### config.mk
export PLATFORM = sky130hd
export DESIGN_NAME = sub_to_dma
export DESIGN_NICKNAME = d
export VERILOG_FILES = /design/src/rtl/sub_dma_pkg.sv /design/src/rtl/sub_to_dma.sv
export SDC_FILE = /design/constraint.sdc
export NUM_CORES = 1
export LEC_CHECK = 0
export BUFFER_PORTS_ARGS = -buffer_cell sky130_fd_sc_hd__buf_4
export CAP_MARGIN = 15
export CORE_ASPECT_RATIO = 2
export CORE_MARGIN = 2
export CORE_UTILIZATION = 50
export CTS_CLUSTER_DIAMETER = 120
export CTS_CLUSTER_SIZE = 20
export DETAILED_ROUTE_END_ITERATION = 10
export PLACE_DENSITY = 0.73
export SLEW_MARGIN = 0
export SYNTH_ARGS = -nofsm -noshare
export SYNTH_HDL_FRONTEND = slang
export SYNTH_SLANG_ARGS = --single-unit
### constraint.sdc
create_clock -name sub_clk_i -period 2.5 [get_ports sub_clk_i]
set_input_delay 0.25 -clock sub_clk_i [delete_from_list [all_inputs] [get_ports sub_clk_i]]
set_output_delay 0.25 -clock sub_clk_i [all_outputs]
set_load 0.01 [all_outputs]
### src/rtl/sub_dma_pkg.sv
// Shared definitions for the ASCON subsystem DMA bridges (sub_to_dma, dma_to_sub).
// Latency: n/a (types and constants only).
// Backpressure: n/a.
//
// Contents: return-path FSM state encoding and status-entry field layout.
package sub_dma_pkg;

    // Return-path frame sequencer states
    typedef enum logic [2:0] {
        S_IDLE = 3'd0,
        S_LO   = 3'd1,
        S_HI   = 3'd2,
        S_PAD  = 3'd3,
        S_AUTH = 3'd4,
        S_STAT = 3'd5
    } state_t;

    // Status entry layout: tag in the top MARKER_W bits, length just above the
    // data word, mode and auth result in the two lowest bits.
    localparam logic [15:0] MARKER       = 16'h5A5A;
    localparam int          MARKER_W     = 16;
    localparam int          STAT_DEC_BIT = 1;
    localparam int          STAT_OK_BIT  = 0;

endpackage

### src/rtl/sub_to_dma.sv
// Packs ASCON BDO words into 2*DW FIFO entries and closes each frame with a status entry.
// Latency: a pair is written the cycle after its upper-word transfer; status follows back-to-back.
// Backpressure: bdo_fifo_full_i stalls HI/PAD/STAT with data held; sub_bdo_rdy_o drops in HI.
//
// Ports: sub_clk_i/sub_rstn_i (sync active-low); frame_trigger_i + aead_dec_i open a frame;
// sub_bdo_* and sub_auth_* are vld/rdy inputs from the core; bdo_fifo_* is the FIFO write
// port; frame_done_o pulses with the status write; auth_fail_o is sticky until the next frame.
module sub_to_dma
    import sub_dma_pkg::*;
#(
    parameter int DW    = 32,
    parameter int LEN_W = 16
) (
    input  logic            sub_clk_i,
    input  logic            sub_rstn_i,
    input  logic            frame_trigger_i,
    input  logic            aead_dec_i,
    input  logic [DW-1:0]   sub_bdo_i,
    input  logic            sub_bdo_vld_i,
    input  logic            sub_bdo_last_i,
    output logic            sub_bdo_rdy_o,
    input  logic            sub_auth_vld_i,
    input  logic            sub_auth_i,
    output logic            sub_auth_rdy_o,
    input  logic            bdo_fifo_full_i,
    output logic            bdo_fifo_wr_o,
    output logic [2*DW-1:0] bdo_fifo_data_o,
    output logic            frame_done_o,
    output logic            auth_fail_o
);

    state_t             state_q;
    logic [DW-1:0]      lo_q;
    logic [LEN_W-1:0]   len_q;
    logic               dec_q;
    logic               ok_q;

    logic               bdo_xfer;
    logic [LEN_W-1:0]   len_inc;
    logic [2*DW-1:0]    status_dat;

    // LO only fills the holding register, so it never needs FIFO space.
    assign sub_bdo_rdy_o  = (state_q == S_LO) || ((state_q == S_HI) && !bdo_fifo_full_i);
    assign sub_auth_rdy_o = (state_q == S_AUTH);
    assign bdo_xfer       = sub_bdo_vld_i && sub_bdo_rdy_o;

    // Saturating word count: a runaway frame reports all-ones rather than wrapping.
    assign len_inc = (len_q == {LEN_W{1'b1}}) ? len_q : len_q + LEN_W'(1);

    always_comb begin
        status_dat                          = '0;
        status_dat[2*DW-1 -: MARKER_W]      = MARKER;
        status_dat[DW +: LEN_W]             = len_q;
        status_dat[STAT_DEC_BIT]            = dec_q;
        status_dat[STAT_OK_BIT]             = ok_q;
    end

    always_ff @(posedge sub_clk_i) begin
        if (!sub_rstn_i) begin
            state_q         <= S_IDLE;
            lo_q            <= '0;
            len_q           <= '0;
            dec_q           <= 1'b0;
            ok_q            <= 1'b0;
            bdo_fifo_wr_o   <= 1'b0;
            bdo_fifo_data_o <= '0;
            frame_done_o    <= 1'b0;
            auth_fail_o     <= 1'b0;
        end else begin
            bdo_fifo_wr_o <= 1'b0;
            frame_done_o  <= 1'b0;
            case (state_q)
                S_IDLE: begin
                    if (frame_trigger_i) begin
                        dec_q       <= aead_dec_i;
                        len_q       <= '0;
                        ok_q        <= 1'b1;    // encrypt/hash frames always report ok
                        auth_fail_o <= 1'b0;
                        state_q     <= S_LO;
                    end
                end
                S_LO: begin
                    if (bdo_xfer) begin
                        lo_q    <= sub_bdo_i;
                        len_q   <= len_inc;
                        state_q <= sub_bdo_last_i ? S_PAD : S_HI;
                    end
                end
                S_HI: begin
                    if (bdo_xfer) begin
                        bdo_fifo_wr_o   <= 1'b1;
                        bdo_fifo_data_o <= {sub_bdo_i, lo_q};
                        len_q           <= len_inc;
                        if (sub_bdo_last_i)
                            state_q <= dec_q ? S_AUTH : S_STAT;
                        else
                            state_q <= S_LO;
                    end
                end
                S_PAD: begin
                    if (!bdo_fifo_full_i) begin
                        bdo_fifo_wr_o   <= 1'b1;
                        bdo_fifo_data_o <= {{DW{1'b0}}, lo_q};
                        state_q         <= dec_q ? S_AUTH : S_STAT;
                    end
                end
                S_AUTH: begin
                    if (sub_auth_vld_i) begin
                        ok_q <= sub_auth_i;
                        if (!sub_auth_i)
                            auth_fail_o <= 1'b1;
                        state_q <= S_STAT;
                    end
                end
                S_STAT: begin
                    if (!bdo_fifo_full_i) begin
                        bdo_fifo_wr_o   <= 1'b1;
                        bdo_fifo_data_o <= status_dat;
                        frame_done_o    <= 1'b1;
                        state_q         <= S_IDLE;
                    end
                end
                default: state_q <= S_IDLE;
            endcase
        end
    end

endmodule
==> summary by stage <==
Floorplanning
The core area is 10150 sq um. The die is 76.17 um wide. For this configuration, the core starts out at a cell density of 0.5132. The number of I/O pins is 110. The die area is 11300 sq um. The die is 148.3 um tall. The floorplan has 52 rows.

Min path
The worst hold path belongs to the class input pin to flip-flop. Along the worst hold path, the cell count comes to 3.

Critical path
The worst setup path is of the flip-flop to flip-flop kind. At the worst endpoint, the required time is 2850 ps. In this run the number of cells on the critical path is 6.

On the worst path, the slowest cell contributes a delay of 680 ps. The startpoint kind of the worst setup timing path is a flip-flop. STA puts the critical path data arrival time at 2600 ps.

Traced cell by cell, the critical path runs through nor3b_1 -> o21a_1 -> nor4bb_1 -> buf_4 -> a22oi_1 -> nor2b_1. The library cell contributing the largest single delay on the critical path is dfxtp_1. The kind of cell with the highest combined delay along the critical path is simple AND/OR/NAND/NOR gates. The capturing element type of the critical path is a flip-flop. The number of buffers and inverters on the critical path is 1.

The maximum net fanout on the critical path is 18. For the worst flop-to-flop path, the logic depth is 6.

Drt
The number of detailed-routing iterations run before antenna repair is 5. Summing over every cut layer, the via total after detailed routing is 4847. Wires add up to 14800 um. For this block, the initial DRC count from the detailed router was 246. Using the TritonRoute via totals, the vias-per-cell ratio works out to 5.770.

The number of remaining DRC errors is 0. The antenna violation net count after detailed routing is 0. The wire length per cell is 17.62 um.

Finish
The antenna cell count is 0. The final layout contains 734 nets. The filler cells instantiated in the layout total 892. The final design area excluding fillers is 6805 sq um.

The share of cells above drive strength 1 is 0.2553. The area growth from synthesis to layout is 30.65%.

Logic synthesis
The distinct cell type count after synthesis is 57. The count of warnings emitted by yosys is 0. The synthesized netlist occupies a cell area of 5209 sq um.

The biggest area consumer among synthesized cells is dfxtp_1. The cell count after synthesis is 592. The part of the Yosys area used for sequential elements is 0.4612. The total nets after synthesis is 634. The fraction of synthesized cell area taken by the top area cell type is 0.4612. The mean instance size in the synthesized netlist is 8.799 sq um. Sorting the synthesized cells by area gives the leading types as dfxtp_1 (46%), a21boi_0 (10%), nand2_1 (9.3%). The register bit total from synthesis is 120.

Global routing
The global-route total usage across every layer is 0.2675. The number of antenna violations at the first check in global routing is 0. The maximum number of pins on one net before global-route repair is 51. The number of global-route vias before repair was 4805. The total congestion overflow after global routing is 0. The first global-routing pass estimated 23670 um of wire.

STA
The largest clock skew in the final design is 6.993 ps. The setup TNS is 0 ps. The worst-margin pin slew is 580.4 ps. Derived from the worst setup path, the maximum achievable clock frequency is 0.4439 GHz. The worst path needs 2253 ps of the cycle, external delays included.

The headroom to the max-slew limit is 0.6126. The max-slew violation count is 0. Setup repair after global routing left no endpoint under its margin.

The period utilization is 0.9011. The hold violation total from the final report is 0. The final setup violation count is 0.

Job
The max-cap violation count is 0.

Power
The power spent charging and discharging nets is 1.230 mW. The portion of total power attributed to the clock network is 0.513. The internal power consumption is 3.871 mW. After layout, the design draws a total of 5.101 mW. Of the total power, registers draw 0.395. The share of total power dissipated in combinational logic is 0.093. VDD sags by at most 0.5861 mV. The cell area power density is 749.6 nW/um^2. In this run the static leakage power is 2.850 nW. Of the total power, the share spent switching nets is 0.2410.

Clock tree
TritonCTS built the clock tree. The number of clock sinks seen by CTS is 120. Buffers inserted during clock tree synthesis total 17. The clock slew at the register clock pins of the worst setup and hold paths is 50 ps. Post-CTS repair changed the size of 0 cells. In this run the clock root is driven by a clkbuf_16.

The quantity of hold-fixing buffers added after cts is 0. The clock latency at the later pin of the worst-skew pair is 420 ps. The maximum clock insertion buffer count is 2. The depth of the CTS H-tree is 4.

In this run the post-CTS setup repair buffer count came out at 0.

Outcome
The run finished with clean final reports.

Placement
The post-placement cell area is 6170 sq um. The HPWL after detailed placement is 10490 um. At the end of routability-driven placement, the weighted congestion stood at 0.9648. The count of buffers added on input and output ports is 109.
==> power by group through the flow <==
stage          Sequential, mW  Combinational (mW)  Clock, mW
2_1_floorplan            2.05               0.266          0
3_3_place_gp             2.05               0.459          0
3_5_place_dp             2.05               0.467          0
4_1_cts                  2.01               0.471       2.63
5_1_grt                  2.02               0.511       2.71
6_report                 2.01               0.472       2.61
==> layout make-up <==
cell class                      instances  area (sq um)  area share
Multi-Input combinational cell        414          2552      0.3751
Clock buffer                           18         439.2     0.06453
Sequential cell                       120          2402      0.3530
Clock inverter                         14         196.4     0.02887
Timing Repair Buffer                  133          1023      0.1504
Tap cell                              135         168.9     0.02482
Inverter                                6         22.52    0.003309
==> path summary, 6_finish.rpt <==
path / slack [ps] / startpoint / to
worst min register to register: 460 / bdo_fifo_data_o[29] / bdo_fifo_data_o[29]
worst min-delay path: 90 / aead_dec_i / dec_q
worst max register to register: 250 / state_q[1] / bdo_fifo_data_o[48]
worst max-delay path: 250 / state_q[1] / bdo_fifo_data_o[48]
==> state kept, by name (all words and copies together) (netlist names) <==
| register | count |
|---|---|
| bdo_fifo_data_o | 64 |
| lo_q | 32 |
| len_q | 16 |
| state_q | 3 |
| auth_fail_o | 1 |
| bdo_fifo_wr_o | 1 |
| dec_q | 1 |
| frame_done_o | 1 |
| ok_q | 1 |
==> per-stage QoR <==
stage	std cells	worst slack (ps)	util	hold WS, ps
2_1_floorplan	592	493.7	-	394.9
3_3_place_gp	808	399.8	0.6079	450.6
3_5_place_dp	808	288.5	0.6079	455.7
4_1_cts	840	264.6	0.6705	87.22
5_1_grt	840	66.67	0.6705	103.2
6_report	840	247.2	0.6705	89.65
==> layout by cell type, fill, tap and decap left out, drive strengths merged, types with 5 or more instances in the layout <==
| cell type | Yosys | layout |
|---|---|---|
| dfxtp | 120 | 120 |
| o211a | 19 | 19 |
| nand2 | 129 | 129 |
| nor2 | 15 | 15 |
| and2 | 9 | 9 |
| o21ai | 14 | 14 |
| buf | 12 | 133 |
| a221o | 17 | 17 |
| a21oi | 12 | 12 |
| nand3 | 41 | 41 |
| clkinv | 0 | 5 |
| clkbuf | 40 | 18 |
| inv | 6 | 8 |
| nor2b | 12 | 12 |
| a21boi | 71 | 71 |
| o211ai | 11 | 11 |
| a22oi | 8 | 8 |
| a21o | 5 | 5 |
==> Yosys cell counts (all sizes together) <==
cell type  instances
o21ai             14
o211a             19
a22o               2
nand3             41
nor2b             12
inv                6
a221o             17
o31ai              4
nand2b             1
a21bo              1
a31oi              2
and3               3
or4                1
a211oi             1
mux2i              2
a21boi            71
ha                 1
a21oi             12
nor3               4
nand3b             2
clkbuf            40
nor3b              4
xor2               1
a2111oi            1
buf               12
nor4bb             1
a2111o             2
o21a               3
a22oi              8
o22ai              3
nor2              15
a21o               5
nand2            129
o2111ai            1
a41oi              2
nand4              4
and4               1
o31a               1
xnor2              1
o311ai             1
dfxtp            120
o211ai            11
a211o              1
and2               9
==> kinds of logic after synthesis <==
kind of cell | Yosys count | share of synthesized area
flops | 120 | 0.4612
xor+xnor | 2 | 0.003364
fa+ha+maj | 1 | 0.002402
mux | 2 | 0.003844
simple gates | 227 | 0.2008
buf+inv | 58 | 0.05116
compound gates | 182 | 0.2772
==> metal layers <==
layer | global-route usage | up-vias | share of wire
met5 | 0 | - | 0
met3 | 0.06007 | 45 | 0.044
met1 | 0.2698 | 2339 | 0.36
met2 | 0.5022 | 162 | 0.55
met4 | 0.1482 | 0 | 0.045
li1 | - | 2301 | -
==> worst register-to-register path, stage by stage (launching register included) <==
cell and delay, ps:
dfxtp_1 680, nor3b_1 340, o21a_1 360, nor4bb_1 350, buf_4 220, a22oi_1 90
nor2b_1 130
No activity file was read; power rests on OpenSTA's default activity.
